**src/rtl/dispatch.sv**
```systemverilog
// Dispatch stage: 2-slot in-order buffer behind rename that writes the ROB and steers to the ALU/MDU/LSU RS.
// Optional performance counters are enabled with `define DISPATCH_PERF_EN.
package dispatch_pkg;
    localparam logic [6:0] OPC_LOAD   = 7'b0000011;
    localparam logic [6:0] OPC_STORE  = 7'b0100011;
    localparam logic [6:0] OPC_OP     = 7'b0110011;
    localparam logic [6:0] F7_MULDIV  = 7'b0000001;

    typedef struct packed {
        logic       is_valid;
        logic [6:0] opcode;
        logic [2:0] funct3;
        logic [6:0] funct7;
        logic [4:0] rd;
        logic [4:0] rs1;
        logic [4:0] rs2;
        logic [5:0] dest_tag;
    } instruction_t;
endpackage

module dispatch
    import dispatch_pkg::*;
#(
    parameter int PERF_CNT_W = 32
) (
    input  logic         clk,
    input  logic         rst,
    input  logic         flush,
    input  logic         rename_val,
    input  instruction_t renamed_inst0,
    input  instruction_t renamed_inst1,
    output logic         dispatch_rdy,
    output logic [1:0]   rob_we,
    output instruction_t rob_entry0,
    output instruction_t rob_entry1,
    input  logic [1:0]   alu_free,
    input  logic [1:0]   mdu_free,
    input  logic [1:0]   lsu_free,
    output logic [1:0]   alu_we,
    output instruction_t alu_inst0,
    output instruction_t alu_inst1,
    output logic [1:0]   mdu_we,
    output instruction_t mdu_inst0,
    output instruction_t mdu_inst1,
    output logic [1:0]   lsu_we,
    output instruction_t lsu_inst0,
    output instruction_t lsu_inst1
`ifdef DISPATCH_PERF_EN
    ,
    output logic [PERF_CNT_W-1:0] perf_disp_cnt,
    output logic [PERF_CNT_W-1:0] perf_stall_rs_cnt,
    output logic [PERF_CNT_W-1:0] perf_partial_cnt
`endif
);

    typedef enum logic [1:0] {CLS_ALU, CLS_MDU, CLS_LSU} cls_t;

    function automatic cls_t classify(input instruction_t inst);
        if (inst.opcode == OPC_LOAD || inst.opcode == OPC_STORE)
            return CLS_LSU;
        else if (inst.opcode == OPC_OP && inst.funct7 == F7_MULDIV)
            return CLS_MDU;
        else
            return CLS_ALU;
    endfunction

    function automatic logic [1:0] free_of(input cls_t c, input logic [1:0] a,
                                           input logic [1:0] m, input logic [1:0] l);
        case (c)
            CLS_MDU: return m;
            CLS_LSU: return l;
            default: return a;
        endcase
    endfunction

    instruction_t slot0_p0, slot1_p0;
    cls_t         cls0, cls1;
    logic         live, d0, d1, drain;
    logic [1:0]   need1;

    // ---- stage p0 -> decision: combinational from the registered slots ----
    always_comb begin
        live  = !rst && !flush;
        cls0  = classify(slot0_p0);
        cls1  = classify(slot1_p0);
        need1 = (cls1 == cls0) ? 2'd2 : 2'd1;
        d0    = live && slot0_p0.is_valid && (free_of(cls0, alu_free, mdu_free, lsu_free) >= 2'd1);
        d1    = d0 && slot1_p0.is_valid && (free_of(cls1, alu_free, mdu_free, lsu_free) >= need1);
        drain = !slot0_p0.is_valid || (d0 && (d1 || !slot1_p0.is_valid));
        dispatch_rdy = live && drain;
    end

    always_comb begin
        rob_we     = {d1, d0};
        rob_entry0 = d0 ? slot0_p0 : '0;
        rob_entry1 = d1 ? slot1_p0 : '0;
        alu_we = 2'b00; alu_inst0 = '0; alu_inst1 = '0;
        mdu_we = 2'b00; mdu_inst0 = '0; mdu_inst1 = '0;
        lsu_we = 2'b00; lsu_inst0 = '0; lsu_inst1 = '0;
        if (d0) begin
            case (cls0)
                CLS_MDU: begin mdu_we[0] = 1'b1; mdu_inst0 = slot0_p0; end
                CLS_LSU: begin lsu_we[0] = 1'b1; lsu_inst0 = slot0_p0; end
                default: begin alu_we[0] = 1'b1; alu_inst0 = slot0_p0; end
            endcase
        end
        // Younger takes port 1 only when it shares the older one's RS.
        if (d1) begin
            if (cls1 == cls0) begin
                case (cls1)
                    CLS_MDU: begin mdu_we[1] = 1'b1; mdu_inst1 = slot1_p0; end
                    CLS_LSU: begin lsu_we[1] = 1'b1; lsu_inst1 = slot1_p0; end
                    default: begin alu_we[1] = 1'b1; alu_inst1 = slot1_p0; end
                endcase
            end else begin
                case (cls1)
                    CLS_MDU: begin mdu_we[0] = 1'b1; mdu_inst0 = slot1_p0; end
                    CLS_LSU: begin lsu_we[0] = 1'b1; lsu_inst0 = slot1_p0; end
                    default: begin alu_we[0] = 1'b1; alu_inst0 = slot1_p0; end
                endcase
            end
        end
    end

    // ---- buffer update -> slots p0 ----
    always_ff @(posedge clk) begin
        if (rst || flush) begin
            slot0_p0 <= '0;
            slot1_p0 <= '0;
        end else if (drain) begin
            if (rename_val && renamed_inst0.is_valid) begin
                slot0_p0 <= renamed_inst0;
                slot1_p0 <= renamed_inst1.is_valid ? renamed_inst1 : '0;
            end else if (rename_val && renamed_inst1.is_valid) begin
                slot0_p0 <= renamed_inst1;
                slot1_p0 <= '0;
            end else begin
                slot0_p0 <= '0;
                slot1_p0 <= '0;
            end
        end else if (d0) begin
            slot0_p0 <= slot1_p0;
            slot1_p0 <= '0;
        end
    end

`ifdef DISPATCH_PERF_EN
    // Counters survive flush; only rst clears them.
    always_ff @(posedge clk) begin
        if (rst) begin
            perf_disp_cnt     <= '0;
            perf_stall_rs_cnt <= '0;
            perf_partial_cnt  <= '0;
        end else begin
            perf_disp_cnt <= perf_disp_cnt + PERF_CNT_W'(rob_we[0]) + PERF_CNT_W'(rob_we[1]);
            if (!flush && slot0_p0.is_valid && !d0)
                perf_stall_rs_cnt <= perf_stall_rs_cnt + 1'b1;
            if (d0 && slot1_p0.is_valid && !d1)
                perf_partial_cnt <= perf_partial_cnt + 1'b1;
        end
    end
`endif

endmodule

```
**config.mk**
```make
export PLATFORM = sky130hd
export DESIGN_NAME = dispatch
export DESIGN_NICKNAME = d
export VERILOG_FILES = /design/src/rtl/dispatch.sv
export SDC_FILE = /design/constraint.sdc
export NUM_CORES = 1
export LEC_CHECK = 0
export BUFFER_PORTS_ARGS = -buffer_cell sky130_fd_sc_hd__buf_2
export CAP_MARGIN = 20
export CORE_AREA = 3 3 156 158
export DETAILED_ROUTE_END_ITERATION = 16
export DIE_AREA = 0 0 159 161
export SLEW_MARGIN = 20
export SYNTH_ARGS = -nofsm -noshare
export SYNTH_HDL_FRONTEND = slang
export SYNTH_SLANG_ARGS = --single-unit
```
**constraint.sdc**
```tcl
create_clock -name clk -period 10.55 [get_ports clk]
set_input_delay 0.5275 -clock clk [delete_from_list [all_inputs] [get_ports clk]]
set_output_delay 0.5275 -clock clk [all_outputs]
set_load 0.05 [all_outputs]
```
Yosys cells after proc, flatten, opt, wreduce, memory -nomap -nowiden --
Cells that the tools add are included.
Word-level totals: register bits 78
Cells by class: magnitude comparators 2, equal/unequal tests 13, multiplexer cells 62, reductions and logical operators 23
Operators with widths (number):
- 39-bit two-way mux | 34
- 7-bit by 6-bit equality test with 1-bit output, second input constant | 4
- 1-bit two-way mux | 20
- 7-bit by 1-bit equality test with 1-bit output, second input constant | 2
- 7-bit by 2-bit equality test with 1-bit output, second input constant | 2
- 2-bit two-way mux | 6
- 1-bit logical AND | 11
- 2-bit case mux with 2 select lines | 2
- 1-bit logical OR | 5
- 2-bit by 1-bit equality test with 1-bit output, second input constant | 2
- 2-bit equality test, second input constant | 2
- 1-bit zero test | 4
- 2-bit OR reduction | 2
- 2-bit equality test | 1
- 2-bit by 1-bit >= comparator with 1-bit output, second input constant | 1
- 2-bit >= comparator | 1
- 2-bit nonzero test | 1

Depth between registers and ports, before layout --
Gate-level depths: netlist of run 1.
word-level depth 14, mapped depth 18, depth with buffers taken out 13

Worst setup path after synthesis of run 1 --
OpenSTA, ideal clock, no wires.
path kind flip-flop to output port, start point register slot0_p0[22] (netlist name), end point output port alu_we[1], data arrival time 4.072 ns, required time 10.023 ns, setup slack 5.951 ns, stages on the path, launching flop included 12, path buffers 0, path through dfxtp_1 or4b_1 or3_1 nor2_1 nand2_1 a21oi_1 a21oi_1 ha_1 nand2b_1 a21oi_1 nand2b_1 nor4b_1
On the way: word-level cells in the longest chain between the ends 11
RTL lines:
- from (decl) | line 76 | instruction_t slot0_p0, slot1_p0;
- from (signal assigned) | line 132 | slot0_p0 <= renamed_inst0;
- from (signal assigned) | line 135 | slot0_p0 <= renamed_inst1;
- from (signal assigned) | line 142 | slot0_p0 <= slot1_p0;
- 7-bit by 1-bit equality test with 1-bit output (*) | line 61 | else if (inst.opcode == OPC_OP && inst.funct7 == F7_MULDIV)
- 1-bit logical AND (*) | line 61
- 1-bit two-way mux (*) | line 61
- 2-bit two-way mux (*) | line 59 | if (inst.opcode == OPC_LOAD || inst.opcode == OPC_STORE)
- 2-bit equality test / 2-bit by 1-bit equality test with 1-bit output (equally long branches) | line 69 | case (c)
- 2-bit case mux with 2 select lines | line 69
- 2-bit by 1-bit >= comparator with 1-bit output | line 87 | d0 = live && slot0_p0.is_valid && (free_of(cls0, alu_free, mdu_free, lsu_free) >= 2'd1);
- 1-bit logical AND | line 87
- 1-bit logical AND (2 in a row) | line 88 | d1 = d0 && slot1_p0.is_valid && (free_of(cls1, alu_free, mdu_free, lsu_free) >= need1);
- 2-bit two-way mux (*) | line 108 | if (d1) begin
- to (decl) | line 39 | output logic [1:0] alu_we,
Every way passes the cells marked *; elsewhere a longest branch is shown, timed or not.

==> flow_metrics.tcl, run 1 <==
set metrics [dict create \
    status "finished, final reports clean" \
    final_cell_count_no_fill 1474 \
    dpl.hpwl_um 22790 \
    port_buffers 382 \
    path_clk_slew_ps 70 \
    netlist_area_um2 6429 \
    post_synth.cell_area_avg_um2 7.501 \
    grt_pass1_wl_um 49130 \
    antenna_cells 0 \
    final_util 0.3749 \
    met1_length_um 13130 \
    first_pass_iters 5 \
    min_delay_path_depth 3 \
    critical_path_class "reg2out" \
    drt_iter0_markers 628 \
    yosysSeqAreaShare 0.2429 \
    wl_per_cell_um 22.93 \
    powerDensity_nw_per_um2 84.83 \
    ios 409 \
    finalSetupTns_ps 0 \
    grt_max_degree 80 \
    cp_cell_sequence "nand2_1, nor4_1, nor2b_1, nor2_1, nand2_1, nand2_1, ha_1, a21oi_1, nand2b_1, a21oi_4, buf_4, o311a_1, buf_4, a22o_1, buf_2" \
    worst_hold_slack_ps 414.6 \
    fp-row-count 56 \
    clock_sinks 78 \
    cp_common_cell "nand2_1" \
    synth.ff_latch_count 78 \
    ctsHoldBuffers 0 \
    antenna_found_initial 4 \
    top_layer_used "met4" \
    start_util 0.2764 \
    max_stage_delay_ps 890 \
    multi_input_area_um2 4298 \
    die_area_um2 25600 \
    nets 1240 \
    hold_class "in2reg" \
    slew_headroom 0.2869 \
    fin_crit_ps 6086 \
    drt_wl_total_um 33800 \
    regArea_um2 1562 \
    setup_violations 0 \
    postRouteAntennaNets 0 \
    rsz0062_at_grt "false" \
    num_vias 7908 \
    worst_pin_slew_ps 1067 \
    reg2regPathDepth 14 \
    crit_required_ps 10020 \
    synthTopCellsByArea "dfxtp_1, and2_1, a22o_1" \
    ys_warn_count 0 \
    cp_max_fo 28 \
    crit_arrival_ps 5560 \
    met2WireLength_um 17110 \
    die_y_um 161 \
    cts.htree.levels 3 \
    first_global_vias 7622 \
    crit_family "simple AND/OR/NAND/NOR gates" \
    total_power_uw 739.7 \
    viasPerCell 5.365 \
    slew_viol_final 0 \
    synth_top_area_frac 0.2429 \
    hold_viol_final 0 \
    fin_crit_sh 0.5769 \
    drive_gt1_frac 0.3931 \
    synthCells 857 \
    cts_resized 0 \
    grt_overflow 0 \
    syn2layout_area_growth_pct 35.66 \
    cp.buffers_inverters 3 \
    route.detailed.drc 0 \
    fillers 2481 \
    max-clock-path-buffers 2 \
    post-cts-setup-buffer-count 0 \
    synth_top_area_cell "dfxtp_1" \
    crit_cells 15 \
    startpoint_type "flop" \
    cts-root-buf "clkbuf_16" \
    cts_tree "built" \
    vdd_drop_max_v 0.00005411 \
    insertion_delay_ps 340 \
    gp_congestion 0.8498 \
    skew_ps 8.797 \
    place_inst 1455 \
    max_cap_viol_count 0 \
    max_freq_mhz 164.3 \
    track_usage 0.2495 \
    wl_met3_um 2825 \
    slowest_stage "nor2b_1" \
    die_width_um 159 \
    worst_setup_path_end_kind "output port" \
    core-area_um2 23260 \
    numCtsBuffers 9 \
    synth_cell_types 49 \
    p_leak_nw 4.535 \
]
==> cells by family after synthesis <==
group                      share of synthesized area
AOI/OAI and AO/OA                             0.2935
xor gates and xnor gates                    0.001363
adders and majority gates                   0.003892
buffers and inverters                         0.1152
DFF                                           0.2429
other                                      0.0005833
and+or+nand+nor                               0.3425
==> area by class of cell <==
cell class / count / share of cell area
Timing Repair Buffer: 402 / 0.2456
Sequential cell: 78 / 0.1791
Tap cell: 319 / 0.04577
Inverter: 4 / 0.001722
Clock inverter: 7 / 0.009182
Clock buffer: 9 / 0.02582
Multi-Input combinational cell: 655 / 0.4928
==> synthesized netlist by cell type, drive strengths merged <==
library cell,n
nand2,88
clkbuf,84
a32o,19
nor2,11
a2111oi,2
nor3,2
nor4b,2
nor2b,35
and3,8
xnor2,1
o311a,1
a22oi,1
nor4,4
a21oi,45
o211a,1
a31oi,1
nand2b,4
o211ai,38
a211oi,1
buf,61
ha,2
o31ai,1
and4b,7
or4b,2
a21bo,1
or3,1
and2,137
a22o,71
nand3,79
conb,1
inv,4
o21ai,5
or4,2
a221o,38
or2,14
a21o,4
a211o,1
dfxtp,78
==> flip-flops by register name, indices dropped and copies added, names as in the netlist <==
name	count
slot1_p0	39
slot0_p0	39
==> metal layers <==
layer  up-vias  GRT usage
li1       3603          -
met4         0    0.07402
met3        48    0.04488
met5         -          0
met2       495     0.4586
met1      3762     0.2966
==> tightest hold or removal path, cell delays in order <==
cell and delay (ps):
buf_2 90, nand3_1 50, nand2_1 60
==> cells in the final DEF, fill, tap and decap left out, types with 3 or more instances in the layout <==
cell	count
conb_1	26
clkbuf_16	9
a21o_1	4
and4b_1	7
nand2b_1	4
and2_1	135
a32o_1	19
buf_16	4
o211ai_1	38
nor2_1	7
nor2b_1	34
buf_4	16
or2_2	14
o21ai_0	3
a221o_1	38
a22o_1	71
nand2_1	88
nor4_1	3
and3_1	5
nor2_4	4
dfxtp_1	78
inv_1	4
a21oi_1	44
nand3_1	77
buf_2	382
==> metrics by stage <==
| step | instance area (µm²) | setup WS (ps) |
|---|---|---|
| floorplan | 6523 | 5951 |
| global placement | 8288 | 4702 |
| detailed placement | 8332 | 4859 |
| CTS | 8637 | 4445 |
| global route | 8721 | 3976 |
| finish | 8721 | 4464 |
==> final timing paths <==
| check | start | endpoint | slack (ps) |
|---|---|---|---|
| worst min register to register | slot0_p0[33]$_SDFFE_PP0P_ | slot0_p0[33]$_SDFFE_PP0P_ | 480 |
| worst max register to register | slot1_p0[31]$_SDFFE_PP0P_ | slot1_p0[38]$_SDFFE_PP0P_ | 5750 |
| worst max-delay path | slot1_p0[31]$_SDFFE_PP0P_ | mdu_inst0[5] | 4460 |
| worst min-delay path | renamed_inst1[28] | slot1_p0[28]$_SDFFE_PP0P_ | 410 |
==> power by group <==
group | switching [mW] | total [mW] | internal (mW)
sequential | 0.0105 | 0.310 | 0.300
clock | 0.143 | 0.330 | 0.187
combinational | 0.0675 | 0.0993 | 0.0318
total | 0.221 | 0.740 | 0.519
Note: power is estimated with default switching activity, not from simulation.
==> inputs of run 2 (changes only) <==
--- a/config.mk
+++ b/config.mk
@@ -7,9 +7,9 @@
 export LEC_CHECK = 0
 export BUFFER_PORTS_ARGS = -buffer_cell sky130_fd_sc_hd__buf_2
 export CAP_MARGIN = 20
-export CORE_AREA = 3 3 156 158
+export CORE_AREA = 3 3 158 160
 export DETAILED_ROUTE_END_ITERATION = 16
-export DIE_AREA = 0 0 159 161
+export DIE_AREA = 0 0 161 163
 export SLEW_MARGIN = 20
 export SYNTH_ARGS = -nofsm -noshare
 export SYNTH_HDL_FRONTEND = slang
==> constraint.sdc (replaced) <==
create_clock -name clk -period 6.2 [get_ports clk]
set_input_delay 0.31 -clock clk [delete_from_list [all_inputs] [get_ports clk]]
set_output_delay 0.31 -clock clk [all_outputs]
set_load 0.05 [all_outputs]
==> run 2 against run 1 <==
Net effect:
- worst setup slack lost 3700 ps
- power increased by 78%
- via count barely moved
- hold slack worse by 220 ps
- critical path type unchanged
- critical endpoint is now alu_inst1[35]
==> flow_metrics.tcl, run 2 (synthesis gave the netlist of run 1 again) <==
set metrics [dict create \
    p_switching_uw 370.5 \
    worst_setup_path_end_kind "output port" \
    worst_pin_slew_ps 1033 \
    reg2reg_setup_slack_ps 1730 \
    drt_wl_total_um 33760 \
    p_int_uw 944.7 \
    min_from "renamed_inst1[5]" \
    rsz0062_at_grt "false" \
    total_power_mw 1.315 \
    clock_sinks 78 \
    pre_cts_ws_ps 1163 \
    reg2reg_to "slot0_p0[36]$_SDFFE_PP0P_" \
    numCtsBuffers 9 \
    insertion_delay_ps 340 \
    fp-row-count 56 \
    met2WireLength_um 16480 \
    postRouteAntennaNets 0 \
    setup_violations 0 \
    viasPerCell 5.337 \
    vdd_drop_max_v 0.0001311 \
    met1_length_um 13770 \
    reg_top3 "slot0_p0 x39, slot1_p0 x39" \
    wl_met3_um 2452 \
    grt_pass1_wl_um 47780 \
    num_vias 7909 \
    first_global_vias 7368 \
    crit_required_ps 5890 \
    ios 409 \
    whs_endpoint "slot1_p0[5]$_SDFFE_PP0P_" \
    start_util 0.2731 \
    sw_frac_of_total 0.2817 \
    wl_per_cell_um 22.78 \
    dpl.hpwl_um 23950 \
    startpoint_type "flop" \
    p_comb_frac 0.129 \
    cts_tree "built" \
    crit_arrival_ps 5150 \
    drt_iter0_markers 602 \
    pwr-share-clk 0.470 \
    mostFrequentLayoutCell "buf_2" \
    slew_viol_final 0 \
    die_width_um 161 \
    cts_resized 0 \
    reg2regPathDepth 13 \
    skew_ps 12.58 \
    gp_congestion 0.8723 \
    powerDensity_nw_per_um2 149.3 \
    max-clock-path-buffers 2 \
    min_delay_path_depth 3 \
    max_freq_mhz 183.3 \
    ctsHoldBuffers 0 \
    top_layer_used "met5" \
    first_pass_iters 5 \
    path_clk_slew_ps 70 \
    finalSetupTns_ps 0 \
    core-area_um2 23540 \
    cp_max_fo 25 \
    track_usage 0.2407 \
    status "finished, final reports clean" \
    die_y_um 163 \
    hold_class "in2reg" \
    final_cell_mix "buf_2, and2_1, nand2_1" \
    grt_overflow 0 \
    hold_viol_final 0 \
    cts-root-buf "clkbuf_16" \
    post-cts-setup-buffer-count 0 \
    nets 1246 \
    critical_path_class "reg2out" \
    cts.htree.levels 3 \
    p_leak_nw 4.583 \
    antenna_found_initial 6 \
    syn2layout_area_growth_pct 37.04 \
    port_buffers 382 \
    route.detailed.drc 0 \
    slew_headroom 0.3114 \
    final.setup.worst_slack_ps 744.6 \
    drive_gt1_frac 0.3945 \
    reg2reg_from "slot0_p0[36]$_SDFFE_PP0P_" \
    grt_max_degree 78 \
    fin_crit_sh 0.8799 \
    max_cap_viol_count 0 \
    fin_crit_ps 5455 \
    power_frac_seq 0.401 \
    die_area_um2 26240 \
]
## run 2: power by group through the flow
stage | Sequential (mW) | Combinational, mW | Clock (mW)
2_1_floorplan | 0.528 | 0.123 | 0
6_report | 0.527 | 0.170 | 0.618
5_1_grt | 0.528 | 0.180 | 0.654
3_5_place_dp | 0.539 | 0.168 | 0
4_1_cts | 0.527 | 0.168 | 0.638
3_3_place_gp | 0.538 | 0.165 | 0
## run 2: layer usage
metal,vias to the layer above,track usage
li1,3620,-
met1,3744,0.3000
met2,463,0.4170
met3,76,0.03917
met4,6,0.09308
met5,-,0
## run 2: cell type report
cell class	count	area, µm²
inverters	4	15.01
well taps	319	399.1
diodes	2	5.005
repair buffers	408	2192
fillers	2514	14730
flip-flops and latches	78	1562
multi-input cells	655	4295
clock inverters	5	88.84
clock buffers	11	252.7
## run 2: worst max-delay path, stage by stage (launching register included)
cell and delay (ps):
dfxtp_1 520, or4b_1 570, or3_1 470, nor2_1 120
nand2_1 60, a21oi_1 210, a21oi_1 100, ha_1 300
nand2b_1 90, a21oi_1 180, nand2b_1 380, nor4b_4 820
buf_4 470, and2_1 210, buf_2 270
## run 2: stage by stage
step / area (µm²) / util / hold WS, ps / cells
6_report: 8810 / 0.3742 / 197.3 / 1482
5_1_grt: 8807 / 0.3741 / 202.1 / 1481
4_1_cts: 8777 / 0.3728 / 179.6 / 1478
3_5_place_dp: 8436 / 0.3583 / 468.3 / 1462
3_3_place_gp: 8353 / 0.3548 / 463.3 / 1459
2_1_floorplan: 6523 / - / 440.1 / 882
## run 2: worst max path at each step
stage | start | endpoint | slack, ps | cells after the start
4_1_cts | slot0_p0[36]$_SDFFE_PP0P_ | alu_inst1[35] | 760 | 14
3_3_place_gp | slot0_p0[36]$_SDFFE_PP0P_ | alu_inst1[35] | 1230 | 14
2_1_floorplan | slot0_p0[22]$_SDFFE_PP0P_ | alu_we[1] | 1820 | 11
5_1_grt | slot0_p0[35]$_SDFFE_PP0P_ | alu_inst1[35] | 500 | 14
6_report | slot0_p0[36]$_SDFFE_PP0P_ | alu_inst1[35] | 740 | 14
3_5_place_dp | slot0_p0[36]$_SDFFE_PP0P_ | alu_inst1[35] | 1160 | 14
